[src/rtl/mem_arb_pkg.sv]
// Shared types and helpers for the instruction/data memory port arbiter.
package mem_arb_pkg;

  typedef enum logic [1:0] {
    IDLE,
    ACCESS,
    RESP
  } arb_state_t;

  typedef enum logic {
    GNT_I,
    GNT_D
  } arb_grant_t;

  // Width of a counter that must hold values 0..limit inclusive.
  function automatic int unsigned cnt_width(input int unsigned limit);
    return unsigned'($clog2(limit + 1));
  endfunction

endpackage

[src/rtl/mem_port_arbiter.sv]
// Shares one memory req/ack port between fetch and data stages; data has priority,
// and a starvation counter forces a fetch grant after WAIT_LIMIT data grants.
module mem_port_arbiter
  import mem_arb_pkg::*;
#(
  parameter int unsigned DATA_WIDTH = 32,
  parameter int unsigned ADDR_WIDTH = 32,
  parameter int unsigned WAIT_LIMIT = 4
) (
  input  logic                    i_Clock,
  input  logic                    i_Reset,
  input  logic                    i_IReq,
  input  logic [ADDR_WIDTH-1:0]   i_IAddr,
  output logic [DATA_WIDTH-1:0]   o_IRdData,
  output logic                    o_IAck,
  input  logic                    i_DReq,
  input  logic                    i_DWe,
  input  logic [ADDR_WIDTH-1:0]   i_DAddr,
  input  logic [DATA_WIDTH/8-1:0] i_DBe,
  input  logic [DATA_WIDTH-1:0]   i_DWrData,
  output logic [DATA_WIDTH-1:0]   o_DRdData,
  output logic                    o_DAck,
  output logic                    o_MemReq,
  output logic                    o_MemWe,
  output logic [ADDR_WIDTH-1:0]   o_MemAddr,
  output logic [DATA_WIDTH/8-1:0] o_MemBe,
  output logic [DATA_WIDTH-1:0]   o_MemWrData,
  input  logic [DATA_WIDTH-1:0]   i_MemRdData,
  input  logic                    i_MemAck,
  output logic                    o_Busy
);

  localparam int unsigned BeWidth  = DATA_WIDTH / 8;
  localparam int unsigned CntWidth = cnt_width(WAIT_LIMIT);
  localparam logic [CntWidth-1:0] CntMax = CntWidth'(WAIT_LIMIT);

  arb_state_t            state_q, state_d;
  arb_grant_t            grant_q, grant_d;
  logic [CntWidth-1:0]   starve_q, starve_d;
  logic                  mem_req_q, mem_req_d;
  logic                  mem_we_q, mem_we_d;
  logic [ADDR_WIDTH-1:0] mem_addr_q, mem_addr_d;
  logic [BeWidth-1:0]    mem_be_q, mem_be_d;
  logic [DATA_WIDTH-1:0] mem_wdata_q, mem_wdata_d;
  logic [DATA_WIDTH-1:0] irdata_q, irdata_d;
  logic [DATA_WIDTH-1:0] drdata_q, drdata_d;
  logic                  iack_q, iack_d;
  logic                  dack_q, dack_d;
  logic                  busy_q, busy_d;
  logic                  i_wins;

  always_comb begin
    state_d     = state_q;
    grant_d     = grant_q;
    starve_d    = starve_q;
    mem_req_d   = mem_req_q;
    mem_we_d    = mem_we_q;
    mem_addr_d  = mem_addr_q;
    mem_be_d    = mem_be_q;
    mem_wdata_d = mem_wdata_q;
    irdata_d    = irdata_q;
    drdata_d    = drdata_q;
    iack_d      = 1'b0;
    dack_d      = 1'b0;
    i_wins      = i_IReq && (!i_DReq || (starve_q == CntMax));

    unique case (state_q)
      IDLE: begin
        if (i_IReq || i_DReq) begin
          state_d   = ACCESS;
          mem_req_d = 1'b1;
          if (i_wins) begin
            grant_d     = GNT_I;
            starve_d    = '0;
            mem_we_d    = 1'b0;
            mem_addr_d  = i_IAddr;
            mem_be_d    = '1;
            mem_wdata_d = '0;
          end else begin
            grant_d     = GNT_D;
            // Only data grants that make a pending fetch wait count toward starvation.
            if (i_IReq && (starve_q != CntMax)) starve_d = starve_q + 1'b1;
            mem_we_d    = i_DWe;
            mem_addr_d  = i_DAddr;
            mem_be_d    = i_DBe;
            mem_wdata_d = i_DWrData;
          end
        end
      end
      ACCESS: begin
        if (i_MemAck) begin
          state_d   = RESP;
          mem_req_d = 1'b0;
          if (grant_q == GNT_I) begin
            irdata_d = i_MemRdData;
            iack_d   = 1'b1;
          end else begin
            drdata_d = i_MemRdData;
            dack_d   = 1'b1;
          end
        end
      end
      RESP: begin
        state_d = IDLE;
      end
      default: begin
        state_d   = IDLE;
        mem_req_d = 1'b0;
      end
    endcase

    busy_d = (state_d != IDLE);
  end

  always_ff @(posedge i_Clock) begin
    if (i_Reset) begin
      state_q     <= IDLE;
      grant_q     <= GNT_I;
      starve_q    <= '0;
      mem_req_q   <= 1'b0;
      mem_we_q    <= 1'b0;
      mem_addr_q  <= '0;
      mem_be_q    <= '0;
      mem_wdata_q <= '0;
      irdata_q    <= '0;
      drdata_q    <= '0;
      iack_q      <= 1'b0;
      dack_q      <= 1'b0;
      busy_q      <= 1'b0;
    end else begin
      state_q     <= state_d;
      grant_q     <= grant_d;
      starve_q    <= starve_d;
      mem_req_q   <= mem_req_d;
      mem_we_q    <= mem_we_d;
      mem_addr_q  <= mem_addr_d;
      mem_be_q    <= mem_be_d;
      mem_wdata_q <= mem_wdata_d;
      irdata_q    <= irdata_d;
      drdata_q    <= drdata_d;
      iack_q      <= iack_d;
      dack_q      <= dack_d;
      busy_q      <= busy_d;
    end
  end

  assign o_MemReq    = mem_req_q;
  assign o_MemWe     = mem_we_q;
  assign o_MemAddr   = mem_addr_q;
  assign o_MemBe     = mem_be_q;
  assign o_MemWrData = mem_wdata_q;
  assign o_IRdData   = irdata_q;
  assign o_DRdData   = drdata_q;
  assign o_IAck      = iack_q;
  assign o_DAck      = dack_q;
  assign o_Busy      = busy_q;

endmodule
[config.mk]
export PLATFORM = sky130hd
export DESIGN_NAME = mem_port_arbiter
export DESIGN_NICKNAME = d
export VERILOG_FILES = /design/src/rtl/mem_arb_pkg.sv /design/src/rtl/mem_port_arbiter.sv
export SDC_FILE = /design/constraint.sdc
export NUM_CORES = 1
export LEC_CHECK = 0
export BUFFER_PORTS_ARGS = -buffer_cell sky130_fd_sc_hd__buf_2
export CORE_MARGIN = 5
export CORE_UTILIZATION = 40
export CTS_CLUSTER_DIAMETER = 40
export DETAILED_ROUTE_END_ITERATION = 8
export GPL_TIMING_DRIVEN = 0
export PLACE_DENSITY_LB_ADDON = 0.12
export SLEW_MARGIN = 10
export SYNTH_ARGS = -nofsm -noshare
export SYNTH_HDL_FRONTEND = slang
export SYNTH_SLANG_ARGS = --single-unit
[constraint.sdc]
create_clock -name i_Clock -period 2.3 [get_ports i_Clock]
set_input_delay 0.115 -clock i_Clock [delete_from_list [all_inputs] [get_ports i_Clock]]
set_output_delay 0.115 -clock i_Clock [all_outputs]
set_load 0.005 [all_outputs]
==> results of run 1 <==
metal layers:
metal	vias up	global-route usage [%]	share of wire, %
met5	-	0	0.050
met4	2	8.50	2.9
met3	54	8.39	8.8
met2	314	41.9	48
met1	3157	30.4	40
li1	3330	-	-
per-stage QoR:
step                hold slack [ns]  cell area, um^2  setup slack [ns]
finish                       0.0153             9160             0.347
global route                0.00833             9160             0.233
CTS                     0.000000722             9160             0.359
detailed placement            0.374             7330             0.465
global placement              0.371             7330             0.479
floorplan                     0.251             5740             0.828
flip-flops by register name, summed over array words and instances (netlist names):
register     count
o_DRdData       32
o_Busy           1
o_MemBe          4
grant_q          1
state_q          2
o_IAck           1
o_DAck           1
starve_q         3
o_MemWrData     32
o_MemReq         1
o_IRdData       32
o_MemWe          1
o_MemAddr       32
kinds of logic after synthesis:
logic type                 synth area share (%)
DFF                                        49.8
adders and majority gates                 0.436
and+or+nand+nor                            14.1
AOI/OAI and AO/OA                          29.3
buffers and inverters                      6.27
cells in the mapped netlist (all sizes together), types with 2 or more instances:
cell type / number / area [um^2]
a21oi: 143 / 716
dfxtp: 143 / 2860
nand2: 132 / 495
o21ai: 66 / 330
clkbuf: 55 / 206
a311oi: 33 / 289
o2111ai: 33 / 289
nand3: 32 / 160
buf: 24 / 139
nor2: 8 / 45.0
a211oi: 5 / 37.5
inv: 4 / 15.0
ha: 2 / 25.0
nor3b: 2 / 15.0
or2: 2 / 12.5
or3: 2 / 12.5
power by group:
| part | leakage [nW] | internal (mW) | switching, mW |
|---|---|---|---|
| registers | 1.17 | 2.63 | 0.0766 |
| clock network | 0.306 | 1.94 | 1.05 |
| logic | 2.44 | 0.503 | 0.561 |
| total | 3.91 | 5.08 | 1.69 |
timing repair:
item,CTS,global route
hold endpoints to repair,127,0
gates resized for setup,0,0
hold buffers,119,0
final timing paths:
check,end,cells after the start
worst max-delay path,o_MemAddr[2],6
worst max register to register,o_MemAddr[2],6
worst min-delay path,o_MemAddr[0],3
worst min register to register,o_IRdData[6],2
worst reg2reg max path, delay by kind of cell (launching register included):
kind | cells | cell delay, ns
fa+ha+maj | 1 | 0.25
buf+inv | 2 | 0.63
compound gates | 3 | 0.66
flops | 1 | 0.37
area by class of cell:
| type | instances | area share (%) |
|---|---|---|
| Inverter | 4 | 0.164 |
| Multi-Input combinational cell | 470 | 27.5 |
| Tap cell | 180 | 2.46 |
| Clock inverter | 11 | 2.06 |
| Antenna cell | 1 | 0.0273 |
| Sequential cell | 143 | 31.2 |
| Buffer | 79 | 3.77 |
| Timing Repair Buffer | 392 | 27.9 |
| Clock buffer | 20 | 4.87 |
==> qor.yml, run 1 <==
min_path:
  hp-start: "i_IAddr[0]"
  hold_path.class: "input port to flip-flop"
power_and_ir_drop:
  ir_drop_mv: 0.476
  total_power_mw: 6.76
  p_leak_nw: 3.91
  power_density_mw_per_mm2: 738
logic_synthesis:
  async_flop_share_pct: 0
  synth_area_per_cell_um2: 8.25
  synth.distinct_cells: 32
  yosys_warnings: 0
  synth_nets: 836
  netlist_area_mm2: 0.00574
  seq_area_frac_synth_pct: 49.8
  synth_flop_cell: "dfxtp_1"
  synth-edff-count: 0
  netlist_instances: 696
  ys_ff_latch: 143
global_routing:
  grt_remaining_overflow: 0
  grt_max_degree: 17
  antenna_found_initial: 1
  grt.total_usage_pct: 25.1
  grt_first_pass_wirelength_mm: 33.6
  grt_pass1_vias: 6635
worst_setup_path:
  worst_path_max_delay_cell: "dlygate4sd3_1"
  path_max_fanout: 6
  required_ns: 2.66
  start_kind: "flip-flop"
  path_class: "flip-flop to flip-flop"
  critical_path.max_stage_delay_ns: 0.57
  r2r-start: "starve_q[0]"
  path_buf_inv: 2
  critical_path.top_delay_family: "compound AO/OA/AOI/OAI gates"
  path_cells: "inv_1 > ha_1 > a21boi_2 > o21ai_0 > a311oi_1 > dlygate4sd3_1"
  ff2ff_setup_slack_ns: 0.35
  cp.arrival_ns: 2.31
  crit_path_end_kind: "flip-flop"
  crit_start: "starve_q[0]"
timing:
  setup_tns_ns: 0
  max_freq_ghz: 0.512
  period_share_pct: 84.9
  rsz0062_at_grt: "no"
  skew_ns: 0.00748
  post-route-min-period_ns: 1.95
  setup_viol: 0
  slew_headroom_pct: 57.7
  hold_viol: 0
  tightest_slew_ns: 0.632
  maxSlewViolCount: 0
layout:
  multi_input_area_mm2: 0.00252
  nets: 1247
  area_delta_synth_final_pct: 59.6
  fin_cells: 1300
  fillers: 1227
  final_common_cell: "buf_2"
  final_cell_mix: "buf_2 (291), a21oi_1 (143), dfxtp_1 (143)"
  layout-drive-gt1-share_pct: 29.6
  seqCellArea_mm2: 0.00286
  post-route-util_pct: 65.5
cts:
  root_buffer: "clkbuf_16"
  post_cts_buffers: 0
  cts_buffers: 17
  htree_levels: 4
  path_clk_slew_ns: 0.06
  clock_path_buffers: 2
  insertion_delay_ns: 0.42
  cts_num_sinks: 143
  cts_tree: "done"
detailed_routing:
  viasPerCell: 5.27
  ant_nets: 0
  routed_wl_mm: 21.9
  post-route-drc-count: 0
  wl_per_cell_um: 16.8
  initialDrtViolationCount: 415
  firstDrtPassIters: 5
  num_vias: 6857
die:
  fp.dieArea_mm2: 0.0169
  start_util_pct: 41.1
  core_mm2: 0.0140
  rows: 43
  die_h_um: 130
  die_x_um: 130
  io_pins: 275
place:
  io_buffers: 273
  dp_hpwl_mm: 14.9
  dp_cells: 1149
  gp_congestion: 0.829
outcome:
  status: "finished, final reports clean"
flow_run:
  drv_cap: 0
Note: power is estimated with default switching activity, not from simulation.
==> inputs of run 2 (changes only) <==
--- a/config.mk
+++ b/config.mk
@@ -5,6 +5,7 @@
 export SDC_FILE = /design/constraint.sdc
 export NUM_CORES = 1
 export LEC_CHECK = 0
+export ABC_AREA = 1
 export BUFFER_PORTS_ARGS = -buffer_cell sky130_fd_sc_hd__buf_2
 export CORE_MARGIN = 5
 export CORE_UTILIZATION = 40
==> constraint.sdc (replaced) <==
create_clock -name i_Clock -period 2 [get_ports i_Clock]
set_input_delay 0.1 -clock i_Clock [delete_from_list [all_inputs] [get_ports i_Clock]]
set_output_delay 0.1 -clock i_Clock [all_outputs]
set_load 0.005 [all_outputs]
==> qor.yml, run 2 <==
outcome:
  status: "finished, final reports clean"  # unchanged
detailed_routing:
  wl_per_cell_um: 14.2  # was 16.8 um
  firstDrtPassIters: 4  # was 5
  viasPerCell: 4.69  # was 5.27
  routed_wl_mm: 19.5  # was 21.9 mm
  num_vias: 6432  # was 6857
  initialDrtViolationCount: 289  # was 415
  post-route-drc-count: 0  # unchanged
  ant_nets: 0  # unchanged
place:
  dpl_worst_slack_ns: 0.353  # was 0.465 ns
  dp_cells: 1231  # was 1149
  io_buffers: 272  # was 273
  gp_congestion: 0.804  # was 0.829
  dp_hpwl_mm: 13.5  # was 14.9 mm
logic_synthesis:
  synthTopCellsByArea: "dfxtp_1 (51%), nor2_1 (14%), nand3_1 (8.7%)"  # was dfxtp_1 (50%), a21oi_1 (12%), nand2_1 (8.6%)
  netlist_area_mm2: 0.00563  # was 0.00574 mm^2
  ys_top_cells_by_count: "nor2_1 (208), dfxtp_1 (143), nand2_1 (115), nand3_1 (98), o21ai_0 (70)"  # was a21oi_1 (143), dfxtp_1 (143), nand2_1 (132), o21ai_0 (65), clkbuf_1 (55)
  async_flop_share_pct: 0  # unchanged
  yosysTopAreaCell: "dfxtp_1"  # unchanged
  synth_top_area_share_pct: 50.9  # was 49.8%
  synth_nets: 919  # was 836
  synth.distinct_cells: 19  # was 32
  synth-edff-count: 0  # unchanged
  yosys_warnings: 0  # unchanged
  ys_ff_latch: 143  # unchanged
  seq_area_frac_synth_pct: 50.9  # was 49.8%
  synth_area_per_cell_um2: 7.22  # was 8.25 um^2
  netlist_instances: 779  # was 696
  synth_flop_cell: "dfxtp_1"  # unchanged
  synth.most_common_cell: "nor2_1"
min_path:
  hp-start: "i_IAddr[11]"  # was i_IAddr[0]
  hold_path.class: "input port to flip-flop"  # unchanged
die:
  fp.dieArea_mm2: 0.0165  # was 0.0169 mm^2
  start_util_pct: 40.7  # was 41.1%
  core_mm2: 0.0138  # was 0.0140 mm^2
  io_pins: 275  # unchanged
  die_x_um: 129  # was 130 um
  die_h_um: 129  # was 130 um
  rows: 43  # unchanged
cts:
  path_clk_slew_ns: 0.06  # about the same
  post_cts_buffers: 0  # unchanged
  clock_path_buffers: 2  # unchanged
  cts_num_sinks: 143  # unchanged
  post_cts_resized: 0  # unchanged
  htree_levels: 4  # unchanged
  cts_hold_buf: 107  # was 119
  insertion_delay_ns: 0.42  # about the same
  cts_tree: "done"  # unchanged
  cts_buffers: 17  # unchanged
  root_buffer: "clkbuf_16"  # unchanged
global_routing:
  grt_remaining_overflow: 0  # unchanged
  grt.total_usage_pct: 23.0  # was 25.1%
  grtUsageMet2_pct: 39.8  # was 41.9%
  antenna_found_initial: 1  # unchanged
  use_met3_pct: 6.81  # was 8.39%
  grt_max_degree: 17  # unchanged
  met1_usage_pct: 26.4  # was 30.4%
  grt_first_pass_wirelength_mm: 30.6  # was 33.6 mm
  busiest_layer: "met2"  # unchanged
  grt_pass1_vias: 6342  # was 6635
layout:
  area_delta_synth_final_pct: 58.5  # was 59.6%
  multi_input_area_mm2: 0.00232  # was 0.00252 mm^2
  fillers: 1262  # was 1227
  seqCellArea_mm2: 0.00286  # unchanged
  layout-drive-gt1-share_pct: 28.3  # was 29.6%
  fin_cells: 1372  # was 1300
  final_cell_mix: "buf_2 (283), nor2_1 (208), dfxtp_1 (143)"  # was buf_2 (291), a21oi_1 (143), dfxtp_1 (143)
  final_common_cell: "buf_2"  # unchanged
  nets: 1317  # was 1247
worst_setup_path:
  worst_r2r_endpoint: "o_MemWrData[5]"  # was o_MemAddr[2]
  path_max_fanout: 10  # was 6
  r2r-start: "starve_q[0]"  # unchanged
  r2r_cells: 9  # was 6
  path_common_cell: "nand2_1"
  crit_start: "starve_q[0]"  # unchanged
  start_kind: "flip-flop"  # unchanged
  cp.arrival_ns: 2.02  # was 2.31 ns
  path_cells: "inv_1 > ha_1 > nand2_1 > nand2_2 > nand2_1 > buf_4 > buf_2 > nand3_1 > a21oi_1"  # was inv_1 > ha_1 > a21boi_2 > o21ai_0 > a311oi_1 > dlygate4sd3_1
  path_class: "flip-flop to flip-flop"  # unchanged
  critical_path.max_stage_delay_ns: 0.35  # was 0.57 ns
  crit_path_end_kind: "flip-flop"  # unchanged
  ff2ff_setup_slack_ns: 0.32  # was 0.35 ns
  worst_path_max_delay_cell: "dfxtp_1"  # was dlygate4sd3_1
  required_ns: 2.34  # was 2.66 ns
  crit_end: "o_MemWrData[5]"  # was o_MemAddr[2]
timing:
  setup_viol: 0  # unchanged
  max_freq_ghz: 0.594  # was 0.512 GHz
  maxSlewViolCount: 0  # unchanged
  period_share_pct: 84.1  # was 84.9%
  skew_ns: 0.00691  # was 0.00748 ns
  fin_ws_ns: 0.317  # was 0.347 ns
  setup_tns_ns: 0  # unchanged
  tightest_slew_ns: 0.560  # was 0.632 ns
  hold_viol: 0  # unchanged
  slew_headroom_pct: 62.7  # was 57.7%
  rsz0062_at_grt: "no"  # unchanged
  holdWs_ns: 0.0174  # was 0.0153 ns
  post-route-min-period_ns: 1.68  # was 1.95 ns
flow_run:
  drv_cap: 0  # unchanged
power_and_ir_drop:
  power_density_mw_per_mm2: 880  # was 738 mW/mm^2
  ir_drop_mv: 0.582  # was 0.476 mV
  p_sw_mw: 2.03  # was 1.69 mW
  p_leak_nw: 4.49  # was 3.91 nW
  p_int_mw: 5.82  # was 5.08 mW
  power.share.clock_pct: 42.8  # was 44.2%
  p_seq_share_pct: 40.4  # was 40.1%
  total_power_mw: 7.85  # was 6.76 mW
  switching_share_pct: 25.8  # was 24.9%
  power_frac_comb_pct: 16.9  # was 15.7%
[run 2: changes by cell type after synthesis, sizes merged, moves of 2 or more]
cell     before  now
inv           4   44
nor3b         2    0
nor2          8  211
a211oi        5    0
a311oi       33    0
or2           2    0
o2111ai      33    0
or3           2    0
o21ai        66   70
nand3        32   99
buf          24   27
nand2       132  117
a21oi       143   37
clkbuf       55   28
[run 2: how the worst min path moves through the flow]
stage                     slack, ns  cells after the start            end
final                          0.02                      5  o_MemAddr[11]
after global routing           0.02                      5  o_MemAddr[18]
after CTS                    0.0005                      5  o_MemAddr[18]
after detailed placement       0.33                      3     o_MemBe[0]
after global placement         0.32                      3     o_MemBe[0]
after floorplan                0.23                      2     o_MemBe[0]
[run 2: cells by family after synthesis]
group	count (synthesis)	share of synthesized area, %
simple gates	427	31.1
flops	143	50.9
compound gates	108	9.63
buf+inv	99	7.98
fa+ha+maj	2	0.445
[run 2: worst max-delay path, delay by kind of cell (launching register included)]
family / cells / cell delay (ns)
AOI/OAI and AO/OA: 1 / 0.15
adders and majority gates: 1 / 0.19
buffers and inverters: 3 / 0.51
DFF: 1 / 0.35
and+or+nand+nor: 4 / 0.41
[run 2: layer usage]
layer,vias up,part of all wire (%),wire length [um]
li1,3275,-,-
met3,55,7.9,1550
met4,0,3.7,715
met5,-,0,0
met1,2834,41,7970
met2,268,48,9270
[run 2: layout make-up]
| type | count | area share (%) |
|---|---|---|
| antenna | 2 | 0.0561 |
| buffer | 55 | 3.18 |
| clock buffer | 20 | 5.01 |
| clock inverter | 12 | 2.06 |
| inverter | 44 | 1.85 |
| multi-input combinational | 537 | 26.0 |
| sequential | 143 | 32.1 |
| tap | 180 | 2.52 |
| timing repair buffer | 379 | 27.3 |
[run 2: power groups by stage]
stage               logic, mW  clock network [mW]  registers (mW)
CTS                      1.32                3.41            3.17
finish                   1.32                3.36            3.17
detailed placement       1.15                   0            3.23
global route             1.48                3.56            3.19
global placement         1.14                   0            3.22
floorplan               0.603                   0            3.25
[run 2: stage by stage]
stage	util (%)	cell area, um^2
2_1_floorplan	-	5630
6_report	64.5	8920
5_1_grt	64.5	8920
4_1_cts	64.5	8920
3_3_place_gp	52.2	7210
3_5_place_dp	52.2	7210
==> inputs of run 3 (changes only) <==
==> constraint.sdc (replaced) <==
create_clock -name i_Clock -period 1.6 [get_ports i_Clock]
set_input_delay 0.08 -clock i_Clock [delete_from_list [all_inputs] [get_ports i_Clock]]
set_output_delay 0.08 -clock i_Clock [all_outputs]
set_load 0.005 [all_outputs]
==> qor.yml, run 3 (synthesized netlist as in run 2, its figures left out) <==
worst_setup_path:
  path_max_fanout: 10  # unchanged
  cp.arrival_ns: 1.78  # was 2.02 ns
  start_kind: "flip-flop"  # unchanged
  crit_path_end_kind: "flip-flop"  # unchanged
  required_ns: 1.94  # was 2.34 ns
  path_class: "flip-flop to flip-flop"  # unchanged
detailed_routing:
  ant_nets: 0  # unchanged
  firstDrtPassIters: 4  # unchanged
  post-route-drc-count: 0  # unchanged
  initialDrtViolationCount: 321  # was 289
  routed_wl_mm: 19.9  # was 19.5 mm
  wl_per_cell_um: 14.3  # was 14.2 um
  num_vias: 6530  # was 6432
  viasPerCell: 4.69  # about the same
global_routing:
  grt_remaining_overflow: 0  # unchanged
  grt_pass1_vias: 6463  # was 6342
  grt.total_usage_pct: 23.4  # was 23.0%
  antenna_found_initial: 1  # unchanged
  grt_first_pass_wirelength_mm: 31.2  # was 30.6 mm
  grt_max_degree: 17  # unchanged
cts:
  root_buffer: "clkbuf_16"  # unchanged
  clock_path_buffers: 2  # unchanged
  cts_num_sinks: 143  # unchanged
  cts_buffers: 17  # unchanged
  path_clk_slew_ns: 0.06  # about the same
  cts_tree: "done"  # unchanged
  insertion_delay_ns: 0.42  # about the same
  post_cts_buffers: 0  # unchanged
  htree_levels: 4  # unchanged
power_and_ir_drop:
  p_leak_nw: 4.61  # was 4.49 nW
  power_density_mw_per_mm2: 1080  # was 880 mW/mm^2
  ir_drop_mv: 0.708  # was 0.582 mV
layout:
  area_delta_synth_final_pct: 63.1  # was 58.5%
  final_cell_mix: "buf_2 (279), nor2_1 (208), dfxtp_1 (142)"  # was buf_2 (283), nor2_1 (208), dfxtp_1 (143)
  nets: 1337  # was 1317
  layout-drive-gt1-share_pct: 28.5  # was 28.3%
  multi_input_area_mm2: 0.00233  # was 0.00232 mm^2
  fillers: 1212  # was 1262
  final_common_cell: "buf_2"  # unchanged
  seqCellArea_mm2: 0.00286  # about the same
place:
  dpl_worst_slack_ns: -0.0474  # was 0.353 ns
  gp_congestion: 0.804  # unchanged
  io_buffers: 272  # unchanged
  dp_hpwl_mm: 13.5  # unchanged
timing:
  hold_viol: 0  # unchanged
  setup_viol: 0  # unchanged
  slew_headroom_pct: 62.6  # was 62.7%
  tightest_slew_ns: 0.561  # was 0.560 ns
  fin_ws_ns: 0.156  # was 0.317 ns
  maxSlewViolCount: 0  # unchanged
  max_freq_ghz: 0.693  # was 0.594 GHz
  post-route-min-period_ns: 1.44  # was 1.68 ns
  rsz0062_at_grt: "no"  # unchanged
  period_share_pct: 90.2  # was 84.1%
  holdWs_ns: 0.0177  # was 0.0174 ns
  skew_ns: 0.00797  # was 0.00691 ns
die:
  core_mm2: 0.0138  # unchanged
  io_pins: 275  # unchanged
  start_util_pct: 40.7  # unchanged
  die_h_um: 129  # unchanged
  fp.dieArea_mm2: 0.0165  # unchanged
  rows: 43  # unchanged
  die_x_um: 129  # unchanged
flow_run:
  drv_cap: 0  # unchanged
outcome:
  status: "finished, final reports clean"  # unchanged
min_path:
  hold_path.class: "input port to flip-flop"  # unchanged
## run 3: area by class of cell
class                           instances  share of cell area, %
Antenna cell                            2                 0.0545
Buffer                                 55                   3.57
Multi-Input combinational cell        537                   25.4
Inverter                               44                   1.80
Tap cell                              180                   2.45
Clock buffer                           20                   4.87
Sequential cell                       143                   31.2
Clock inverter                         12                   2.00
Timing Repair Buffer                  399                   28.7
## run 3: path summary, 6_finish.rpt
kind	start	cells after the start	end	slack, ns
setup reg to reg	starve_q[0]	9	o_MemWrData[5]	0.16
hold reg to reg	o_MemWrData[1]	2	o_MemWrData[1]	0.46
setup / recovery	starve_q[0]	9	o_MemWrData[5]	0.16
hold / removal	i_IAddr[16]	5	o_MemAddr[16]	0.02
## run 3: per-stage QoR
stage | utilization [%] | TNS [ns] | std cells | cell area (um^2) | power [mW]
4_1_cts | 66.0 | -0.124 | 1390 | 9130 | 9.91
2_1_floorplan | - | 0 | 779 | 5630 | 4.81
3_5_place_dp | 52.2 | -0.795 | 1231 | 7210 | 5.47
6_report | 66.4 | 0 | 1392 | 9180 | 9.88
3_3_place_gp | 52.2 | -1.22 | 1231 | 7210 | 5.46
5_1_grt | 66.4 | 0 | 1391 | 9180 | 10.4
## run 3: per-layer routing
metal	wire length, um	share of wire [%]	global-route usage (%)	vias to the layer above
met5	0	0	0	-
met4	769	3.9	10.3	0
met3	1610	8.1	6.89	66
met2	9420	47	40.1	274
met1	8110	41	27.2	2875
li1	-	-	-	3315
## run 3: worst max-delay path, cell delays in order (launching register included)
cell and delay [ns]:
dfxtp_2 0.34, inv_1 0.06, ha_1 0.18, nand2_1 0.11, nand2_4 0.09, nand2_4 0.09
buf_12 0.14, buf_6 0.14, nand3_1 0.09, a21oi_1 0.14
## run 3: power by group
group          internal [mW]  switching [mW]  total, mW  leakage (nW)
clock network           2.66            1.54       4.20         0.290
logic                  0.831           0.887       1.72          3.15
registers               3.83           0.130       3.96          1.17
## run 3: what timing repair did
item	CTS	global route
hold buffers	127	0
hold endpoints to repair	135	0
resized for setup	4	22
cloned	0	0
setup endpoints to repair	46	73
